File: src/rtl/picoramsoc_pkg.sv
// Shared types for the PicoRAM SoC memory arbiter: FSM states and grant encoding.
package picoramsoc_pkg;

    typedef enum logic {
        ST_IDLE = 1'b0,
        ST_WAIT = 1'b1
    } state_t;

    typedef enum logic {
        GNT_D = 1'b0,
        GNT_I = 1'b1
    } gnt_t;

    // Bit positions of each requester in the req/gnt vectors
    localparam int unsigned REQ_D = 0;
    localparam int unsigned REQ_I = 1;

endpackage

File: src/rtl/picoramsoc_rr_arb2.sv
// Two-way round-robin choice: a lone request always wins, a tie goes to the
// requester that was not granted last.
module picoramsoc_rr_arb2
    import picoramsoc_pkg::*;
(
    input  logic [1:0] req,
    input  gnt_t       last,
    output logic [1:0] gnt
);

    always_comb begin
        gnt = req;
        if (req == 2'b11) begin
            gnt = (last == GNT_I) ? 2'b01 : 2'b10;
        end
    end

endmodule

File: src/rtl/picoramsoc_mem_arbiter.sv
// Arbitrates a data port and an instruction port onto one synchronous
// single-port RAM: grant and RAM access in IDLE, acknowledge in WAIT.
module picoramsoc_mem_arbiter
    import picoramsoc_pkg::*;
#(
    parameter int WORDS  = 4096,
    parameter int ADDR_W = 22
) (
    input  logic              clk,
    input  logic              resetn,

    input  logic              d_valid,
    output logic              d_ready,
    input  logic [3:0]        d_wstrb,
    input  logic [31:0]       d_addr,
    input  logic [31:0]       d_wdata,
    output logic [31:0]       d_rdata,

    input  logic              i_valid,
    output logic              i_ready,
    input  logic [31:0]       i_addr,
    output logic [31:0]       i_rdata,

    output logic              ram_en,
    output logic [3:0]        ram_wen,
    output logic [ADDR_W-1:0] ram_addr,
    output logic [31:0]       ram_wdata,
    input  logic [31:0]       ram_rdata
);

    localparam logic [32:0] LIMIT = 33'(WORDS) * 33'd4;

    state_t      r_state;
    gnt_t        r_gnt;
    gnt_t        r_last;
    logic        r_oor;

    logic [1:0]  w_gnt;
    logic        w_take;
    logic [31:0] w_addr;
    logic        w_in_range;

    picoramsoc_rr_arb2 u_rr (
        .req  ({i_valid, d_valid}),
        .last (r_last),
        .gnt  (w_gnt)
    );

    // RAM is driven straight from the winning request while in IDLE
    assign w_take     = resetn && (r_state == ST_IDLE) && (w_gnt != 2'b00);
    assign w_addr     = w_gnt[REQ_I] ? i_addr : d_addr;
    assign w_in_range = {1'b0, w_addr} < LIMIT;

    assign ram_en    = w_take && w_in_range;
    assign ram_wen   = (ram_en && w_gnt[REQ_D]) ? d_wstrb : '0;
    assign ram_addr  = w_addr[ADDR_W+1:2];
    assign ram_wdata = d_wdata;

    assign d_ready = (r_state == ST_WAIT) && (r_gnt == GNT_D);
    assign i_ready = (r_state == ST_WAIT) && (r_gnt == GNT_I);
    assign d_rdata = (d_ready && !r_oor) ? ram_rdata : '0;
    assign i_rdata = (i_ready && !r_oor) ? ram_rdata : '0;

    always_ff @(posedge clk or negedge resetn) begin
        if (!resetn) begin
            r_state <= ST_IDLE;
            r_gnt   <= GNT_D;
            r_last  <= GNT_I;
            r_oor   <= 1'b0;
        end else begin
            case (r_state)
                ST_IDLE: begin
                    if (w_take) begin
                        r_state <= ST_WAIT;
                        r_gnt   <= w_gnt[REQ_I] ? GNT_I : GNT_D;
                        r_last  <= w_gnt[REQ_I] ? GNT_I : GNT_D;
                        r_oor   <= !w_in_range;
                    end
                end
                ST_WAIT: r_state <= ST_IDLE;
                default: r_state <= ST_IDLE;
            endcase
        end
    end

endmodule

File: config.mk
export PLATFORM = sky130hd
export DESIGN_NAME = picoramsoc_mem_arbiter
export DESIGN_NICKNAME = d
export VERILOG_FILES = /design/src/rtl/picoramsoc_pkg.sv /design/src/rtl/picoramsoc_rr_arb2.sv /design/src/rtl/picoramsoc_mem_arbiter.sv
export SDC_FILE = /design/constraint.sdc
export NUM_CORES = 1
export LEC_CHECK = 0
export ABC_AREA = 1
export BUFFER_PORTS_ARGS = -buffer_cell sky130_fd_sc_hd__buf_2
export CAP_MARGIN = 30
export CELL_PAD_IN_SITES_DETAIL_PLACEMENT = 1
export CELL_PAD_IN_SITES_GLOBAL_PLACEMENT = 2
export CORE_ASPECT_RATIO = 2
export CORE_MARGIN = 3
export CORE_UTILIZATION = 10
export DETAILED_ROUTE_END_ITERATION = 10
export PLACE_DENSITY = 0.95
export SYNTH_ARGS = -nofsm -noshare
export SYNTH_HDL_FRONTEND = slang
export SYNTH_SLANG_ARGS = --single-unit
File: constraint.sdc
create_clock -name clk -period 1.6 [get_ports clk]
set_clock_uncertainty 0.05 [all_clocks]
set_input_delay 0.32 -clock clk [delete_from_list [all_inputs] [get_ports clk]]
set_output_delay 0.32 -clock clk [all_outputs]
set_load 0.02 [all_outputs]
## Word-level counts from Yosys, hierarchy flattened

Cells that the tools add are included.

- Register bits after elaboration: 4
- Output and inout port bits: 125

- $lt $le $gt $ge: 1
- Equal/unequal tests: 1
- Muxes and demuxes: 9
- Bitwise gates (word level): 2
- Reduce and logical (&&, ||, !) cells: 12

Operators with widths:

| cell | count |
|---|---|
| $mux 32 | 3 |
| $lt 32x15->1 const B | 1 |
| $logic_and 1x1->1 | 8 |
| $mux 2 | 2 |
| $mux 4 | 1 |
| $eq 2x2->1 const B | 1 |
| $logic_not 1->1 | 2 |
| $mux 1 | 2 |
| $not 1->1 | 2 |
| $pmux 1 s2 | 1 |
| $reduce_and 2->1 | 1 |
| $reduce_bool 2->1 | 1 |

## Depth between registers and ports, before layout

Gate-level depths: netlist (run 1).

- Depth after elaboration: 7
- Mapped depth: 10

## Hierarchy

Synthesis (run 1) repeated with hierarchy kept, for this count alone.

- Cell total of the unflattened synthesis: 276
- Area, all modules: 1276.2 um2

By module, submodules not included:

| module | instances | cells an instance | area each (um2) |
|---|---|---|---|
| picoramsoc_mem_arbiter | 1 | 271 | 1255.0 |
| picoramsoc_rr_arb2 | 1 | 5 | 21.3 |

## Worst setup path after synthesis (run 1)

No wires, ideal clock.

- Path type: register to output
- From: reg r_last
- To: out ram_wen[0]
- Arrival time: 1624 ps
- Setup slack: -394 ps
- Cell stages (with the launch flop): 9
- Path buffers: 0
- Cell sequence: dfstp_2 -> nand2_4 -> nand3_1 -> nand2_1 -> nor2_1 -> nand2_1 -> nor2_1 -> nand3_2 -> nor2_1

- Cells in the longest elaborated chain, start to end: 7
- Elaborated cells between the ends (all ways): 9
- Classes of those cells: 1 x order compare; 4 x mux; 4 x reduce/logical

RTL lines:

| item | RTL line | text |
|---|---|---|
| start, declared | picoramsoc_mem_arbiter.sv:35 | `gnt_t r_last;` |
| start signal, assigned | picoramsoc_mem_arbiter.sv:76 | `r_last <= w_gnt[REQ_I] ? GNT_I : GNT_D;` |
| $mux 2 | picoramsoc_rr_arb2.sv:14 | `gnt = (last == GNT_I) ? 2'b01 : 2'b10;` |
| $mux 2 | picoramsoc_rr_arb2.sv:13 | `if (req == 2'b11) begin` |
| $mux 32 | picoramsoc_mem_arbiter.sv:51 | `assign w_addr = w_gnt[REQ_I] ? i_addr : d_addr;` |
| named net ram_addr[17] | picoramsoc_mem_arbiter.sv:26 | `output logic [ADDR_W-1:0] ram_addr,` |
| $lt 32x15->1 | picoramsoc_mem_arbiter.sv:52 | `assign w_in_range = {1'b0, w_addr} < LIMIT;` |
| $logic_and 1x1->1 | picoramsoc_mem_arbiter.sv:54 | `assign ram_en = w_take && w_in_range;` |
| $logic_and 1x1->1 | picoramsoc_mem_arbiter.sv:55 | `assign ram_wen = (ram_en && w_gnt[REQ_D]) ? d_wstrb : '0;` |
| $mux 4 | picoramsoc_mem_arbiter.sv:55 |  |
| end, declared | picoramsoc_mem_arbiter.sv:25 | `output logic [3:0] ram_wen,` |

The timed path passes the listed nets, and every way through them passes these cells.

## Worst setup path in the final report (run 1)

- From: reg r_last
- To: out ram_wen[3]

- Cells in the longest elaborated chain, start to end: 7
- Elaborated cells between the ends (all ways): 9
- Classes of those cells: 1 x order compare; 4 x mux; 4 x reduce/logical

RTL lines:

| item | RTL line |
|---|---|
| $mux 2 (*) | picoramsoc_rr_arb2.sv:14 |
| $mux 2 (*) | picoramsoc_rr_arb2.sv:13 |
| $mux 32 or $reduce_bool 2->1 (tied branches) | picoramsoc_mem_arbiter.sv:51, picoramsoc_mem_arbiter.sv:50 |
| $lt 32x15->1 or $logic_and 1x1->1 (tied branches) | picoramsoc_mem_arbiter.sv:52, picoramsoc_mem_arbiter.sv:50 |
| $logic_and 1x1->1 | picoramsoc_mem_arbiter.sv:54 |
| $logic_and 1x1->1 (*) | picoramsoc_mem_arbiter.sv:55 |
| $mux 4 (*) | picoramsoc_mem_arbiter.sv:55 |

Mark *: on every way between the ends. The rest lies on a longest branch, timed or not.

==> reports/summary.md, run 1 <==
For the post-detailed-route count of antenna-violating nets, the log shows 0. TritonCTS built the clock tree. The number of max-slew violations in the final report is 0, and the delay of the slowest cell on the worst path is 0.61 ns. The worst slew margin relative to its limit is 80.8%, and the worst voltage drop across the vdd grid is 0.000255 V. Of all nets on the critical path, the largest fanout is 8.

The worst register-to-register path begins at r_last. The synthesized area per cell is 5.09 µm², and the slew at the pin with the worst max-slew slack is 0.287 ns. The critical path is of the reg -> out type. In this run the clock root is driven by a sky130_fd_sc_hd__clkbuf_16. The overall overflow remaining after global route came out at 0. For this run, the leading register cell type out of synthesis is sky130_fd_sc_hd__dfrtp_1. For the top achievable clock speed, the log shows 0.441 GHz.

The count of state elements after synthesis works out to 4. Counting I/O delays and the setup requirement, the final critical path takes 2.27 ns. Once placement finished, the instance area stood at 0.00253 mm². By instance count, the leading cell after synthesis is sky130_fd_sc_hd__nor2_1.

The final reports fail on negative setup slack. The count of buffers inserted at the top-level ports is 192, and the pre-CTS setup slack is -0.528 ns. The logs give 23 for the number of distinct library cells after synthesis and 27 for the initial detailed-routing violation count. Setup repair after global routing could not meet its margin everywhere.

The run finished, with violations left. The estimated wirelength of the detail-placed design came out at 6.85 mm. The tightest min-delay check is of the reg -> reg type.

The layout overhead on the synthesized area works out to 216%. Entering global routing, the biggest net connects 11 pins. In the synthesized netlist, the number of instances is 265. Overall routed net length: 10.0 mm. At the later pin of the worst-skew pair, clock insertion delay measures 0.23 ns. The logs give 59 for the number of core rows and 7.52% for the share of the yosys chip area belonging to registers. The die width was 88.1 µm.

In this run the vertical extent of the chip is 170 µm. The total power density per cell area works out to 354 mW/mm². On the critical path, the stage with the largest delay is an instance of sky130_fd_sc_hd__dfstp_2. The clock passes through at most 2 buffers. The data arrival time of the critical path came out at 1.90 ns. The global-route usage over all layers came out at 12.0%.

Buffers inserted during clock tree synthesis total 3. In the final routed layout, each cell accounts on average for 16.0 µm. The standby leakage power came out at 2.11 nW. The count of H-tree levels built during CTS came out at 1.

In this run the count of I/O pins placed on the die edge is 261. Summed over all instances, the cell type with the most area after synthesis is sky130_fd_sc_hd__nor2_1. Across the run, the number of max-cap violations was 0. Clock-pin slew was measured on the worst setup and hold paths at 0.03 ns. The final critical path takes up 142% of the cycle.

Using the TritonRoute via totals, the vias-per-cell ratio works out to 3.92. The number of antenna violations at the first check in global routing is 3, and the post-route DRC violation count is 0. The congestion estimate from routability-driven global placement came to 0.705. For the final layout net count, the log shows 608.

The cell type with the highest occurrence count on the critical path was sky130_fd_sc_hd__nor2_4. The first detailed-routing pass took 2 iterations. For the total standard cell area after synthesis, the log shows 0.00135 mm².

Number of global-route vias before repair: 2599. The tools report the hold violation total from the final report as 0. The fraction of layout instances using a drive strength above 1 came out at 82.4%. The count of flip-flops with a built-in enable after synthesis was 0. The critical path goes through nand2_8 -> nand3_1 -> nand2_4 -> nor2_4 -> nand2_2 -> nor2_4 -> nand3_4 -> nor2_4 -> buf_6. Number of warnings issued by yosys: 0. Global-route wire length before repair: 13.6 mm. Clock tree synthesis found a total of 4 sinks. The worst setup path is captured at an output pin. The initial utilization of the core area, before any placement, comes to 10.3%. For the via count, the log shows 2449. The number of nets handed over by synthesis was 401. The core region is 0.0131 mm².

The post-route standard cell area excluding fillers was 0.00426 mm²; the endpoint required time on the critical path was 1.23 ns. By count the netlist is led by 83 x sky130_fd_sc_hd__nor2_1, 62 x sky130_fd_sc_hd__nand2_1, 45 x sky130_fd_sc_hd__inv_1. The tools report the hold path startpoint as r_oor. The floorplan step defined a die boundary enclosing 0.0150 mm². Sorting the synthesized cells by area gives the leading types as sky130_fd_sc_hd__nor2_1 23%, sky130_fd_sc_hd__buf_4 18%, sky130_fd_sc_hd__nand2_1 17%.

Counting the fill cells in the layout gives 1516. The share of flip-flops with an asynchronous set or reset after synthesis was 100%. The worst setup path is launched from a flip-flop. The final critical-path setup slack was -0.668 ns; the fraction of post-synthesis cell area in the top cell type by area was 23.1%.

Setup violations remaining at the end of the flow were counted as 92. The startpoint of the worst setup timing path is r_last.
## registers in the layout, summed over array words and instances (netlist names)
| signal | count |
|---|---|
| r_gnt | 1 |
| r_last | 1 |
| r_oor | 1 |
| r_state | 1 |
## critical path: cells and delay by family (launching register included)
family,cells,cell delay (ns)
buf+inv,1,0.13
flops,1,0.61
simple gates,8,0.93
## layout by cell type, fill, tap and decap left out, drive strengths merged
cell type / synthesis / routed
clkbuf: 8 / 4
nor2: 85 / 85
dfstp: 1 / 1
dfrtp: 3 / 3
buf: 34 / 242
nand2: 69 / 70
inv: 46 / 46
o21ai: 6 / 6
a21oi: 3 / 3
dlygate4sd3: 0 / 1
and2: 1 / 1
nand3: 8 / 8
diode: 0 / 1
o211ai: 1 / 1
## power breakdown
group          total (mW)  internal [mW]  switching, mW  leakage (nW)
Sequential          0.136          0.117         0.0197        0.0445
Clock               0.413          0.330         0.0830        0.0382
Combinational       0.958          0.460          0.498          2.03
## cell type report
class | instances | area, µm² | share of cell area, %
Timing Repair Buffer | 243 | 2150 | 50.5
Multi-Input combinational cell | 174 | 1560 | 36.7
Tap cell | 152 | 190 | 4.47
Inverter | 46 | 175 | 4.12
Sequential cell | 4 | 101 | 2.38
Clock buffer | 4 | 78.8 | 1.85
Antenna cell | 1 | 2.50 | 0.0588
## final timing paths
path	end	slack (ns)	depth (start not counted)
setup / recovery	ram_wen[3]	-0.67	9
hold / removal	r_oor	0.48	2
setup reg to reg	r_oor	-0.03	10
hold reg to reg	r_oor	0.48	2
max in group asynchronous	r_last	0.79	3
min in group asynchronous	r_state	0.52	3
## cell families after synthesis
family / share of synthesized area [%]
and+or+nand+nor: 52.0
buffers and inverters: 35.2
AOI/OAI and AO/OA: 5.29
DFF: 7.52
## timing repair
| item | in CTS | in global routing |
|---|---|---|
| cloned | 6 | 0 |
| hold buffers | 1 | 0 |
| pin swaps | 15 | 12 |
| setup endpoints to repair | 91 | 92 |
| resized for setup | 338 | 62 |
| hold endpoints to repair | 3 | 0 |
| setup buffers | 12 | 16 |
## stage by stage
stage / hold slack, ns / cells / power, mW / TNS (ns) / utilization [%]
global placement: 0.174 / 592 / 0.724 / -2.60 / 19.4
floorplan: -0.0256 / 265 / 0.555 / -2.79 / -
CTS: 0.483 / 614 / 1.40 / -21.70 / 30.7
global route: 0.517 / 624 / 1.59 / -29.82 / 32.6
detailed placement: 0.177 / 592 / 0.733 / -3.23 / 19.4
finish: 0.478 / 624 / 1.51 / -23.43 / 32.6
## metal layers
metal | share of wire [%] | global-route usage (%) | vias to the layer above
met1 | 28 | 9.69 | 1105
met5 | 0.16 | 0 | -
met3 | 12 | 5.62 | 12
met2 | 59 | 25.2 | 183
li1 | - | - | 1145
met4 | 1.0 | 1.58 | 4
No activity file was read; power rests on OpenSTA's default activity.
==> run 2, diff against run 1 <==
--- a/config.mk
+++ b/config.mk
@@ -8,13 +8,11 @@
 export ABC_AREA = 1
 export BUFFER_PORTS_ARGS = -buffer_cell sky130_fd_sc_hd__buf_2
 export CAP_MARGIN = 30
-export CELL_PAD_IN_SITES_DETAIL_PLACEMENT = 1
-export CELL_PAD_IN_SITES_GLOBAL_PLACEMENT = 2
-export CORE_ASPECT_RATIO = 2
-export CORE_MARGIN = 3
-export CORE_UTILIZATION = 10
+export CORE_AREA = 3 3 101 103
 export DETAILED_ROUTE_END_ITERATION = 10
-export PLACE_DENSITY = 0.95
+export DIE_AREA = 0 0 104 106
+export PLACE_DENSITY = 0.57
+export SKIP_CTS_REPAIR_TIMING = 1
 export SYNTH_ARGS = -nofsm -noshare
 export SYNTH_HDL_FRONTEND = slang
 export SYNTH_SLANG_ARGS = --single-unit
==> constraint.sdc (replaced) <==
create_clock -name clk -period 1.6 [get_ports clk]
set_clock_uncertainty 0.05 [all_clocks]
set_input_delay 0.24 -clock clk [delete_from_list [all_inputs] [get_ports clk]]
set_output_delay 0.24 -clock clk [all_outputs]
set_load 0.02 [all_outputs]
==> run 2 against run 1 <==
Cell area down 12%. Critical path depth unchanged. Sequential share of layout area up 0.32 points. Wire length down 15%. Largest power group unchanged. Critical endpoint is now ram_wen[0]. The flow still finishes with violations (negative setup slack).
==> reports/summary.md, run 2 (synthesis gave the netlist of run 1 again) <==
The run gives 0 (unchanged) as the post-route DRC violation count. The power consumption came out at 1.12 mW (-26%). The run gives 0.493 mW (-18%) as the switching power summed over all nets. The tools report the first-pass iteration count of the detailed router as 4 (+2). For the overall overflow remaining after global route, the log shows 0 (unchanged). The tools report the logic gate share of total power as 67.4% (+3.9 points).

The layout overhead on the synthesized area came out at 179%. The run gives 6.20 mm (-9.4%) as the estimated wirelength of the detail-placed design. The data arrival time of the critical path was 1.85 ns (-0.05 ns). The logs give 0.781 (+11%) for the weighted congestion reported at the end of routability-driven placement and 0.0110 mm² (-26%) for the full die area. The flow ran to the end, but the final reports show violations.

The final layout net count is 591 (-2.8%). Most common cell after layout, fill and taps aside: sky130_fd_sc_hd__buf_2. The tools report the register area as 101 µm² (unchanged). The initial detailed-routing violation count is 52 (+93%). Clock tree root driver cell: sky130_fd_sc_hd__clkbuf_8. The logs give 0 (unchanged) for the max-cap violation count and 261 (unchanged) for the I/O pin total. The internal power consumption is 0.625 mW (-31%). The tools report the pre-CTS setup slack as -0.355 ns (+0.173 ns). Clock edge transition at the registers on the reported setup and hold paths: 0.03 ns (about the same). The via count came out at 2332 (-4.8%).

The starting density of the core was 14.5% (+4.2 points). The tools report the number of setup violations in the final report as 60 (-35%). TritonCTS built the clock tree.

The tools report the top achievable clock speed as 0.468 GHz (+6.2%). The tools report the final critical-path setup slack as -0.535 ns (+0.133 ns). The startpoint identified for the worst register-to-register timing path is r_last. The final period utilization was 133% (-8.3 points); the clock insertion delay at the later pin of the skew report was 0.22 ns (about the same). The run gives 3 (unchanged) as the clock buffer count from CTS. STA classifies the critical path startpoint as a flip-flop.

The biggest fanout along the worst timing path is 8 (unchanged). The die width was 104 µm (+18%). The endpoint required time on the critical path is 1.31 ns (+0.08 ns), and the slew at the pin with the worst max-slew slack is 0.299 ns (+0.0114 ns).

The average via count per standard cell was 4.00 (+1.9%); the number of max-slew violations in the final report was 0 (unchanged). The sum of negative setup slack is -7.47 ns (+15.95 ns). The clock network power share is 20.7% (-6.7 points), and the wire length per cell is 14.6 µm (-8.9%).

The final period demand of the worst path was 2.14 ns (-0.133 ns). The combined area of the multi-input logic cells was 0.00139 mm² (-11%); the CTS sink count was 4 (unchanged). The critical path in this run is classified as reg -> out. The post-route standard cell area excluding fillers came out at 0.00376 mm² (-12%). The worst setup path is captured at an output pin. The checks that failed: negative setup slack. The logs give 0.000217 V (-15%) for the worst voltage drop across the vdd grid and 0.00239 mm² (-5.7%) for the area of placed instances.

The core utilization of the finished layout is 40.5% (+7.9 points). Setup repair after global routing could not meet its margin everywhere. The most critical setup path has its startpoint at r_last.

The number of core rows is 35 (-41%). In the layout the commonest cells are 108 x sky130_fd_sc_hd__buf_2, 82 x sky130_fd_sc_hd__buf_6, 69 x sky130_fd_sc_hd__nor2_4. The count of H-tree levels built during CTS came out at 1 (unchanged). The global-route usage over all layers is 11.0% (-1.0 points), and the sequential power share is 11.9% (+2.9 points).

Number of antenna cells inserted: 0 (-1). The logs give 33 (+22) for the largest net degree at the start of global routing and 2094 (-19%) for the number of global-route vias before repair. The total power density per cell area is 298 mW/mm² (-16%). The standby leakage power was 1.95 nW (-7.4%); the post-detailed-route count of antenna-violating nets was 0 (unchanged).

The global-route wire length before repair is 9.89 mm (-27%). Vertical die dimension: 106 µm (-38%). The switching part of the total came out at 44.1% (+4.3 points). The logs give 8.52 mm (-15%) for the overall routed net length and 80.0% (-0.76 points) for the worst slew margin relative to its limit.

Number of antenna violations at the first check in global routing: 2 (-1). The run gives 2 (unchanged) as the number of buffers between clock root and the deepest sink. The fraction of layout instances using a drive strength above 1 came out at 74.7% (-7.7 points).

Class of the tightest hold or removal check: in -> async. The hold violation total from the final report was 0 (unchanged); the area of the core was 0.00928 mm² (-29%). The fill cell total of the finished layout was 916 (-40%); the count of buffers inserted at the top-level ports was 192 (unchanged).
[run 2: final cells by class]
cell class,count,area share [%]
Timing Repair Buffer,226,50.1
Clock buffer,4,1.20
Tap cell,129,4.30
Inverter,46,4.60
Multi-Input combinational cell,174,37.1
Sequential cell,4,2.70
[run 2: path summary, 6_finish.rpt]
kind | end | slack [ns] | depth (start not counted)
max | ram_wen[0] | -0.54 | 9
min | r_gnt | 0.41 | 3
max reg2reg | r_oor | 0.04 | 10
min reg2reg | r_oor | 0.48 | 2
max in group asynchronous | r_last | 0.90 | 3
min in group clk | r_state | 0.42 | 4
[run 2: critical path, cell delays in order, from the launching register on]
cell                      delay [ns]
sky130_fd_sc_hd__dfstp_2        0.59
sky130_fd_sc_hd__nand2_8        0.11
sky130_fd_sc_hd__nand3_1        0.10
sky130_fd_sc_hd__nand2_2        0.07
sky130_fd_sc_hd__nor2_2         0.11
sky130_fd_sc_hd__nand2_2        0.07
sky130_fd_sc_hd__nor2_4         0.14
sky130_fd_sc_hd__nand3_4        0.15
sky130_fd_sc_hd__nor2_4         0.13
sky130_fd_sc_hd__buf_4          0.14
[run 2: routing by layer]
layer / track usage [%] / part of all wire [%] / up-vias
met5: 0 / 0.25 / -
met4: 2.28 / 2.1 / 4
met3: 4.43 / 11 / 22
met2: 21.3 / 52 / 187
met1: 11.0 / 34 / 1008
li1: - / - / 1111
[run 2: power by group through the flow]
stage | clock (mW) | combinational [mW] | sequential (mW)
after floorplan | 0 | 0.420 | 0.127
after detailed placement | 0 | 0.571 | 0.130
after global placement | 0 | 0.566 | 0.128
after global routing | 0.246 | 0.813 | 0.136
after CTS | 0.239 | 0.574 | 0.129
final | 0.231 | 0.754 | 0.133
[run 2: metrics by stage]
step / hold WS (ns) / std cells
floorplan: -0.106 / 265
detailed placement: 0.0923 / 565
finish: 0.405 / 583
global route: 0.430 / 583
CTS: -0.142 / 569
global placement: 0.0912 / 565
